===== config.mk =====
export PLATFORM = sky130hd
export DESIGN_NAME = move_tiros_param
export DESIGN_NICKNAME = d
export VERILOG_FILES = /design/src/rtl/move_tiros_param.sv
export SDC_FILE = /design/constraint.sdc
export NUM_CORES = 1
export LEC_CHECK = 0
export ABC_AREA = 1
export BUFFER_PORTS_ARGS = -buffer_cell sky130_fd_sc_hd__buf_2
export CAP_MARGIN = 20
export CORE_UTILIZATION = 58
export CTS_CLUSTER_DIAMETER = 40
export DETAILED_ROUTE_END_ITERATION = 12
export GPL_TIMING_DRIVEN = 0
export PLACE_DENSITY = 0.82
export REMOVE_ABC_BUFFERS = 1
export SYNTH_ARGS = -nofsm -noshare
export SYNTH_HDL_FRONTEND = slang
export SYNTH_SLANG_ARGS = --single-unit

===== constraint.sdc =====
create_clock -name clock -period 3.8 [get_ports clock]
set_clock_uncertainty 0.05 [all_clocks]
set_input_delay 0.76 -clock clock [delete_from_list [all_inputs] [get_ports clock]]
set_output_delay 0.76 -clock clock [all_outputs]
set_load 0.01 [all_outputs]

===== src/rtl/move_tiros_param.sv =====
// Shot mover: walks every shot slot once per start, moves loaded shots along their direction
// and retires (or, with `TIRO_WRAP_EN`, wraps) shots that leave the X_MAX/Y_MAX field.
module move_tiros_param #(
  parameter int N_TIROS = 8,
  parameter int COORD_W = 4,
  parameter int X_MAX   = 11,
  parameter int Y_MAX   = 11,
  parameter int STEP    = 1
) (
  input  logic                         clock,
  input  logic                         reset,
  input  logic                         start,
  output logic                         busy,
  output logic                         done,
  output logic [$clog2(N_TIROS)-1:0]   mem_addr,
  input  logic                         mem_rd_loaded,
  input  logic [2:0]                   mem_rd_dir,
  input  logic [COORD_W-1:0]           mem_rd_x,
  input  logic [COORD_W-1:0]           mem_rd_y,
  output logic                         mem_we,
  output logic                         mem_wr_loaded,
  output logic [COORD_W-1:0]           mem_wr_x,
  output logic [COORD_W-1:0]           mem_wr_y,
  output logic [$clog2(N_TIROS):0]     removed_count,
  output logic [3:0]                   db_estado
);

  localparam int AW = $clog2(N_TIROS);
  localparam logic [COORD_W:0] STEP_C = (COORD_W+1)'(STEP);
  localparam logic [COORD_W:0] XMAX_C = (COORD_W+1)'(X_MAX);
  localparam logic [COORD_W:0] YMAX_C = (COORD_W+1)'(Y_MAX);
  localparam logic [AW-1:0]    LAST_C = AW'(N_TIROS - 1);
  localparam logic [AW:0]      NT_C   = (AW+1)'(N_TIROS);

  typedef enum logic [3:0] {
    IDLE  = 4'd0,
    READ  = 4'd1,
    EVAL  = 4'd2,
    WRITE = 4'd3,
    NEXT  = 4'd4,
    DONE  = 4'd5
  } state_t;

  // Axis motion: 2'b01 increment, 2'b10 decrement, otherwise the axis stays put.
  function automatic logic [1:0] x_move(input logic [2:0] dir);
    case (dir)
      3'd0, 3'd4, 3'd5: x_move = 2'b01;
      3'd1, 3'd6, 3'd7: x_move = 2'b10;
      default:          x_move = 2'b00;
    endcase
  endfunction

  function automatic logic [1:0] y_move(input logic [2:0] dir);
    case (dir)
      3'd2, 3'd4, 3'd6: y_move = 2'b01;
      3'd3, 3'd5, 3'd7: y_move = 2'b10;
      default:          y_move = 2'b00;
    endcase
  endfunction

  // Returns {exit, coord}; on exit coord already holds the wrapped-around position.
  function automatic logic [COORD_W:0] axis_step(input logic [COORD_W-1:0] c,
                                                 input logic [1:0] mv,
                                                 input logic [COORD_W:0] maxv);
    logic [COORD_W:0] ext;
    logic [COORD_W:0] r;
    logic             ex;
    ext = {1'b0, c};
    r   = ext;
    ex  = 1'b0;
    if (mv == 2'b01) begin
      r = ext + STEP_C;
      if (r > maxv) begin
        ex = 1'b1;
        r  = r - (maxv + 1'b1);
      end
    end else if (mv == 2'b10) begin
      if (ext < STEP_C) begin
        ex = 1'b1;
        r  = ext + (maxv + 1'b1) - STEP_C;
      end else begin
        r = ext - STEP_C;
      end
    end
    axis_step = {ex, r[COORD_W-1:0]};
  endfunction

  function automatic logic [AW:0] sat_inc(input logic [AW:0] cnt);
    sat_inc = (cnt >= NT_C) ? NT_C : cnt + 1'b1;
  endfunction

  state_t state, state_nx;
  logic [COORD_W:0] x_res, y_res;
  logic             exit_any;

  assign x_res    = axis_step(mem_rd_x, x_move(mem_rd_dir), XMAX_C);
  assign y_res    = axis_step(mem_rd_y, y_move(mem_rd_dir), YMAX_C);
  assign exit_any = x_res[COORD_W] | y_res[COORD_W];

  always_ff @(posedge clock or posedge reset) begin
    if (reset) state <= IDLE;
    else       state <= state_nx;
  end

  always_comb begin
    state_nx = state;
    case (state)
      IDLE:    if (start) state_nx = READ;
      READ:    state_nx = EVAL;
      EVAL:    state_nx = mem_rd_loaded ? WRITE : NEXT;
      WRITE:   state_nx = NEXT;
      NEXT:    state_nx = (mem_addr == LAST_C) ? DONE : READ;
      DONE:    state_nx = IDLE;
      default: state_nx = IDLE;
    endcase
  end

  // Outputs decoded from state so reset drops the write strobe in the same cycle.
  assign busy      = (state != IDLE);
  assign done      = (state == DONE);
  assign mem_we    = (state == WRITE);
  assign db_estado = state;

  always_ff @(posedge clock or posedge reset) begin
    if (reset) begin
      mem_addr      <= '0;
      mem_wr_loaded <= 1'b0;
      mem_wr_x      <= '0;
      mem_wr_y      <= '0;
      removed_count <= '0;
    end else begin
      case (state)
        IDLE: if (start) begin
          mem_addr      <= '0;
          removed_count <= '0;
        end
        EVAL: if (mem_rd_loaded) begin
`ifdef TIRO_WRAP_EN
          mem_wr_loaded <= 1'b1;
          mem_wr_x      <= x_res[COORD_W-1:0];
          mem_wr_y      <= y_res[COORD_W-1:0];
`else
          if (exit_any) begin
            mem_wr_loaded <= 1'b0;
            mem_wr_x      <= mem_rd_x;
            mem_wr_y      <= mem_rd_y;
            removed_count <= sat_inc(removed_count);
          end else begin
            mem_wr_loaded <= 1'b1;
            mem_wr_x      <= x_res[COORD_W-1:0];
            mem_wr_y      <= y_res[COORD_W-1:0];
          end
`endif
        end
        NEXT: if (mem_addr != LAST_C) mem_addr <= mem_addr + 1'b1;
        default: ;
      endcase
    end
  end

endmodule


# Word level (Yosys, flattened, before mapping)
# Index checks and enable logic that the tools add are counted.
[op_classes]
n_lt_le_gt_ge = 5
bitwise = 1
n_reduce_logical = 12
addsub = 12
mux = 33
eq_ne = 22
[op_table]
columns = ["operator", "n"]
rows = [
  ["$mux 4", 15],
  ["$pmux 4 s5", 1],
  ["$sub 4x1->4 const B", 4],
  ["$eq 3x3->1 const B", 5],
  ["$mux 3", 4],
  ["$reduce_or 3->1", 4],
  ["$add 4x1->5 const B", 2],
  ["$gt 5x4->1 const B", 2],
  ["$mux 1", 9],
  ["$add 4x4->4 const B", 2],
  ["$eq 4x2->1 const B", 2],
  ["$eq 4x3->1 const B", 2],
  ["$lt 4x1->1 const B", 2],
  ["$ne 2x2->1 const B", 4],
  ["$pmux 2 s2", 2],
  ["$pmux 4 s2", 1],
  ["$sub 4x4->4 const B", 2],
  ["$eq 3x2->1 const B", 2],
  ["$pmux 3 s2", 1],
  ["$add 4x1->4 const B", 1],
  ["$eq 2x1->1 const B", 2],
  ["$eq 2x2->1 const B", 2],
  ["$eq 4x1->1 const B", 1],
  ["$ge 4x4->1 const B", 1],
  ["other kinds (11)", 12],
]
[totals]
ff_bits = 20
input_bits = 15

# Longest topological paths before layout
# Gate-level depths: netlist of the first run.
[depth]
depth_word = 10
depth_mapped = 17

# Least setup slack after synthesis of the first run
# OpenSTA, ideal clock, no wires.
[synth_timing]
kind = "input to register"
from = "input port mem_rd_y[0]"
to = "register removed_count[0]"
setup_slack_ps = 1528
path_buffers = 0
t_arrival_ps = 2105
stages = 16
path_cell_list = "ha_1 inv_1 nand2_1 nand2_1 inv_1 ha_1 nand2_1 nand3_2 nand2_1 nand2_2 nand3_2 nand2_1 nand2_2 nand2_2 nand2_1 nand2_1"
[synth_via]
elab_chain_cells = 7
[synth_rtl]
columns = ["item", "line_no", "text"]
rows = [
  ["start, declared", "19", "input logic [COORD_W-1:0] mem_rd_y,"],
  ["$add 4x1->5 / $lt 4x1->1 (equally long branches)", "72, 78", ""],
  ["$gt 5x4->1 / $mux 1 (equally long branches)", "73, 78", ""],
  ["$mux 1, on equally long branches", "73, 77", ""],
  ["$mux 1 *", "71", "if (mv == 2'b01) begin"],
  ["$or 1x1->1 *", "98", "assign exit_any = x_res[COORD_W] | y_res[COORD_W];"],
  ["$ne 2x2->1 (no source line) *", "-", ""],
  ["$reduce_and 4->1 (no source line) *", "-", ""],
  ["end signal, assigned", "147", "removed_count <= sat_inc(removed_count);"],
  ["end, declared", "24", "output logic [$clog2(N_TIROS):0] removed_count,"],
]
# Every way passes the cells marked *; elsewhere a longest branch is shown, timed or not.
# A chain may end at the register's enable or synchronous reset.

# Worst setup path in the final report of the first run
# Same ends and word-level chain as after synthesis.

==> flow_summary.yaml, run 1 <==
outcome:
  status: "completed"
clocking:
  insertion_delay_ns: 0.28
  postCtsSetupRepairBufs: 0
  hold_buffers: 0
  clockBufferDepth: 2
  cts_tree: "done"
  cts_resized: 0
  ctsHtreeMaxLevel: 1
  clkTransAtPathRegs_ns: 0.10
  numCtsBuffers: 3
  cts_root_buf: "clkbuf_4"
  clock_sinks: 19
sta:
  final-hold-violation-count: 0
  timing.fmax_mhz: 424
  post-route-period-util: 0.621
  setup_viol_count_final: 0
  rsz0062_at_grt: "no"
  maxSlewHeadroom: 0.546
  period_minus_slack_ns: 2.36
  worstMarginPinSlew_ns: 0.680
  setup_tns_ns: 0
  slew_viol_final: 0
yosys:
  synth_seq_area_share: 0.283
  synth_edf_count: 0
  synth_top_family_by_area: "simple AND/OR/NAND/NOR gates"
  synth-main-ff-cell: "dfrtp_1"
  synth_compound_area_frac: 0.106
  syn-instance-count: 250
  synth_xor_xnor_area_share: 0.0104
  synth.distinct_cells: 32
  yosys_warnings: 0
  synth_area_mm2: 0.00168
  syn_avg_cell_area_um2: 6.72
  async_flop_share: 1.00
  synth_seq_cells: 19
  synthAdderAreaFrac: 0.0894
  synth_mux_area_frac: 0
  synthSimpleGateAreaFrac: 0.416
worst_setup_path:
  crit_start: "mem_rd_y[0]"
  end_kind: "register"
  max_stage_delay_ns: 0.24
  critPathKind: "input pin to register"
  cpMostUsedCell: "nand2_1"
  crit_chain: "buf_2 > ha_1 > inv_1 > nand2_1 > nand2_1 > inv_1 > ha_1 > nand2_1 > nand3_2 > nand2_1 > nand2_2 > nand3_2 > nand2_1 > nand2_2 > nand2_2 > nand2_1 > nand2_1"
  r2r-start: "db_estado[0]"
  r2r_end: "mem_wr_loaded"
  cp_slowest_cell: "ha_1"
  crit_family: "simple AND/OR/NAND/NOR gates"
  startpoint_type: "input pin"
  path_buf_inv: 3
  rr_worst_depth: 6
  required_ns: 3.94
  arrival_ns: 2.50
  crit_fanout: 7
  r2r_slack_ns: 2.06
placed_design:
  io_buffers: 36
  dpl-instance-area_mm2: 0.00187
  dp.cells: 313
  gp_congestion: 0.868
  dpl.hpwl_mm: 2.65
layout:
  n_fill_cell: 260
  fin_area_mm2: 0.00190
  seq_area_um2: 475
  synthToLayoutAreaGrowth_pct: 13.0
  utilization: 0.688
  multi_input_area_mm2: 0.00105
  num_antenna_cells: 0
  stdcell_count: 317
  drive_above_1_share: 0.234
  nets: 314
routing:
  drtPass1Iterations: 4
  routed_wl_mm: 3.25
  drc: 0
  ant_nets: 0
  routedWlPerCell_um: 10.3
  via_per_inst: 5.30
  vias: 1679
  drt_iter0_markers: 63
global_routing:
  grt_pass1_wl_mm: 5.83
  overflow: 0
  antenna_found_initial: 0
  grt_usage: 0.228
  grt_pass1_vias: 1482
  grt_max_degree: 20
die:
  fp-row-count: 19
  die_h_um: 55.8
  initial_utilization: 0.609
  core-area_mm2: 0.00276
  die_w_um: 55.8
  boundaryPins: 38
  dieArea_mm2: 0.00312
power_and_ir_drop:
  p_leak_nw: 1.10
  ir_worst_vdd_v: 0.000474
  power_density_mw_per_mm2: 467
min_path:
  min_to: "mem_wr_y[2]"
  hold_class: "register to register"
  worstHoldStart: "mem_wr_y[2]"
  hold_path_depth: 2
flow_run:
  max-cap-violations: 0
## area by class of cell
class                           count  share of cell area
Timing Repair Buffer               36              0.0949
Sequential cell                    19               0.250
Clock buffer                        4              0.0138
Inverter                           34              0.0672
Tap cell                           31              0.0204
Multi-Input combinational cell    193               0.553
## tightest hold or removal path, delay by kind of cell (launching register included)
family	cells	cell delay, ns
flip-flops	1	0.36
AND/OR/NAND/NOR	2	0.10
## cell families (layout without fill, tap and decap cells)
| kind of cell | Yosys count | count (layout) |
|---|---|---|
| other | 1 | 1 |
| flip-flops | 19 | 19 |
| AND/OR/NAND/NOR | 150 | 150 |
| adder cells (fa/ha/maj) | 12 | 12 |
| XOR/XNOR | 2 | 2 |
| buffers and inverters | 38 | 74 |
| AO/OA/AOI/OAI | 28 | 28 |
## sequential cells by signal, indices dropped and copies added, names as in the netlist
register       count
mem_wr_x           4
mem_wr_y           4
removed_count      4
db_estado          3
mem_addr           3
mem_wr_loaded      1
## cell usage after synthesis, types with 2 or more instances
| library cell | count | share of area |
|---|---|---|
| nand2_2 | 9 | 0.034 |
| nand3_2 | 3 | 0.018 |
| dfrtp_1 | 19 | 0.28 |
| nor2_1 | 12 | 0.027 |
| nand2_1 | 79 | 0.18 |
| nor2_4 | 2 | 0.013 |
| o21ai_0 | 13 | 0.039 |
| inv_1 | 30 | 0.067 |
| inv_2 | 4 | 0.0089 |
| nand4_1 | 5 | 0.019 |
| o31ai_1 | 2 | 0.0089 |
| ha_1 | 12 | 0.089 |
| a21oi_1 | 7 | 0.021 |
| nand3_1 | 29 | 0.086 |
| nor3_1 | 4 | 0.012 |
| nor2_2 | 3 | 0.011 |
| o21ai_2 | 2 | 0.010 |
## stage by stage
| step | hold WS (ns) | worst slack [ns] | total power [mW] |
|---|---|---|---|
| 2_1_floorplan | 0.465 | 1.53 | 0.636 |
| 3_3_place_gp | 0.409 | 1.18 | 0.785 |
| 3_5_place_dp | 0.415 | 1.15 | 0.795 |
| 4_1_cts | 0.447 | 1.47 | 0.893 |
| 5_1_grt | 0.457 | 1.23 | 0.969 |
| 6_report | 0.439 | 1.44 | 0.886 |
## layer usage
layer | GRT usage | wire, um | vias to the layer above
met3 | 0.0349 | 131 | 2
met2 | 0.389 | 1570 | 40
li1 | - | - | 879
met5 | 0 | 0 | -
met4 | 0.0627 | 20 | 0
met1 | 0.303 | 1530 | 758
## report_power, final
part,switching (mW),internal (mW),leakage (nW)
clock,0.0552,0.0408,0.0150
combinational,0.286,0.168,0.841
sequential,0.0589,0.277,0.248
## how the worst max path moves through the flow
stage | slack [ns] | depth (start not counted) | end
after global routing | 1.23 | 17 | removed_count[3]
after detailed placement | 1.15 | 17 | removed_count[0]
after global placement | 1.18 | 17 | removed_count[2]
after CTS | 1.47 | 17 | removed_count[0]
final | 1.44 | 17 | removed_count[0]
after floorplan | 1.53 | 16 | removed_count[0]
## layout by cell type, fill, tap and decap left out, drive strengths merged
master and instances:
a21oi 8, a221oi 1, buf 36, clkbuf 4
conb 1, dfrtp 19, ha 12, inv 34
nand2 89, nand3 32, nand3b 1, nand4 5
nor2 17, nor3 4, o21ai 17, o31ai 2
or2 2, xnor2 1, xor2 1
No activity file was read; power rests on OpenSTA's default activity.
==> inputs of run 2 (changes only) <==
- ABC_AREA: 1 -> 0
- CORE_UTILIZATION: 58 -> 48
- PLACE_DENSITY: 0.82 -> 0.73
- clock period: 3.8 -> 2.05 ns (I/O delays scaled with it)
==> run 2 against run 1 <==
- register-to-register slack lost 1.9 ns
- sequential cell count is the same
- via count down 9.5%
- clock power is 93% higher
==> flow_summary.yaml, run 2 <==
flow_run:
  max-cap-violations: 0
sta:
  rsz0062_at_grt: "yes"
  post-route-period-util: 0.998
  maxSlewHeadroom: 0.531
  slew_viol_final: 0
  period_minus_slack_ns: 2.05
  timing.fmax_mhz: 489
  worstMarginPinSlew_ns: 0.694
  setup_viol_count_final: 0
  final-hold-violation-count: 0
routing:
  via_per_inst: 5.63
  wl_met3_um: 149
  routed_wl_mm: 3.77
  ant_nets: 0
  drc: 0
  vias: 1520
  wl_met2_mm: 1.90
  routedWlPerCell_um: 13.9
  drtPass1Iterations: 4
  drt_iter0_markers: 65
  wl_met1_mm: 1.65
  top_layer: "met4"
layout:
  mostFrequentLayoutCells: "buf_2, dfrtp_1, nand2_1"
  num_antenna_cells: 0
  synthToLayoutAreaGrowth_pct: 32.3
  layout_commonest_cell: "buf_2"
  nets: 254
  top_regs: "mem_wr_x: 4 flops, mem_wr_y: 4 flops, removed_count: 4 flops"
  drive_above_1_share: 0.341
  utilization: 0.673
  stdcell_count: 270
yosys:
  syn-instance-count: 181
  syn_avg_cell_area_um2: 8.59
  yosys.area.top_type: "dfrtp_1"
  synth_top_area_frac: 0.306
  synth-main-ff-cell: "dfrtp_1"
  synth_commonest_cells: "dfrtp_1, nand2_1, o21ai_0"
  synth_seq_area_share: 0.306
  async_flop_share: 1.00
  synth_edf_count: 0
  synth.distinct_cells: 49
  yosys_warnings: 0
  synth_seq_cells: 19
  synth_most_common_cell: "dfrtp_1"
  synth_area_mm2: 0.00155
  ys_top_cells_by_area: "dfrtp_1, ha_1, o21ai_0"
worst_setup_path:
  cpMostUsedCell: "buf_4"
  max_stage_delay_ns: 0.26
  arrival_ns: 2.17
  r2r_end: "mem_wr_y[2]"
  end_kind: "register"
  critPathKind: "input pin to register"
  required_ns: 2.17
  cp_slowest_cell: "a22oi_2"
  rr_worst_depth: 5
  r2r-start: "db_estado[1]"
  startpoint_type: "input pin"
  r2r_slack_ns: 0.14
  crit_chain: "buf_4 > ha_4 > xnor2_2 > ha_2 > a22oi_2 > nand3_2 > nand3_4 > buf_4 > mux2i_1 > o21ai_1"
  crit_fanout: 6
power_and_ir_drop:
  p_leak_nw: 0.962
  power_density_mw_per_mm2: 845
  ir_worst_vdd_v: 0.000341
  finalPower_mw: 1.74
global_routing:
  antenna_found_initial: 0
  grt_usage: 0.234
  grt_max_degree: 20
  overflow: 0
  grt_pass1_vias: 1395
  grt_pass1_wl_mm: 6.20
outcome:
  status: "completed"
min_path:
  hold_class: "input pin to async pin"
clocking:
  clkTransAtPathRegs_ns: 0.11
  ctsHtreeMaxLevel: 1
  cts_root_buf: "clkbuf_4"
  cts_tree: "done"
  insertion_delay_ns: 0.30
  clockBufferDepth: 2
  numCtsBuffers: 3
  hold_buffers: 0
  clock_sinks: 19
placed_design:
  gp_congestion: 0.820
  dpl.hpwl_mm: 2.59
  dp.cells: 255
  io_buffers: 36
die:
  die_w_um: 58.9
  boundaryPins: 38
  core-area_mm2: 0.00305
  die_h_um: 58.9
  dieArea_mm2: 0.00347
  fp-row-count: 20
  initial_utilization: 0.509
run 2: logic make-up (layout without fill, tap and decap cells):
| family | count (synthesis) | count (layout) | share of synthesized area |
|---|---|---|---|
| buffers and inverters | 18 | 62 | 0.0547 |
| adder cells (fa/ha/maj) | 12 | 12 | 0.0966 |
| AND/OR/NAND/NOR | 65 | 66 | 0.226 |
| multiplexers | 3 | 3 | 0.0193 |
| AO/OA/AOI/OAI | 55 | 55 | 0.250 |
| other | 1 | 1 | 0.00241 |
| XOR/XNOR | 8 | 8 | 0.0451 |
| flip-flops | 19 | 19 | 0.306 |
run 2: power by group:
group          total (mW)  leakage, nW  switching, mW  internal, mW
sequential          0.646        0.243          0.126         0.520
clock               0.185       0.0177          0.113        0.0725
combinational       0.907        0.702          0.503         0.404
run 2: how the worst max path moves through the flow:
stage	from	to	slack, ns	cells past startpoint
after floorplan	mem_rd_y[0]	mem_wr_y[1]	-0.21	11
after global placement	mem_rd_y[2]	mem_wr_y[1]	-0.62	11
after detailed placement	mem_rd_y[2]	mem_wr_y[1]	-0.69	11
after CTS	mem_rd_x[2]	mem_wr_x[3]	0.0004	10
after global routing	mem_rd_y[0]	mem_wr_y[3]	-0.11	12
final	mem_rd_x[1]	mem_wr_x[3]	0.003	10
run 2: area by class of cell:
class / instances / area [um^2]
inverter: 12 / 45.0
clock inverter: 1 / 5.00
sequential: 19 / 475
timing repair buffer: 46 / 299
clock buffer: 3 / 22.5
fill: 267 / 997
tap: 44 / 55.1
multi-input combinational: 145 / 1150
run 2: timing repair:
item / CTS / global route
setup buffers: 7 / 3
resized for setup: 23 / 21
pin swaps: 7 / 11
endpoints found under the setup margin: 12 / 12
gates cloned: 1 / 0
run 2: through the flow:
stage | TNS, ns | hold WS (ns) | cell area, um^2 | worst slack, ns
floorplan | -1.36 | 0.311 | 1510 | -0.212
global placement | -6.27 | 0.408 | 1750 | -0.625
detailed placement | -6.99 | 0.416 | 1750 | -0.685
CTS | 0 | 0.176 | 1950 | 0.000424
global route | -0.441 | 0.209 | 2060 | -0.105
finish | 0 | 0.156 | 2060 | 0.00339
run 2: routing by layer:
metal	track usage	vias to the layer above
met3	0.0264	8
met5	0	-
met4	0.109	0
met1	0.302	728
met2	0.393	42
li1	-	742
run 2: worst max-delay path, delay by kind of cell:
family,cells,cell delay [ns]
AND/OR/NAND/NOR,2,0.41
adder cells (fa/ha/maj),2,0.37
AO/OA/AOI/OAI,2,0.34
buffers and inverters,2,0.29
multiplexers,1,0.20
XOR/XNOR,1,0.15
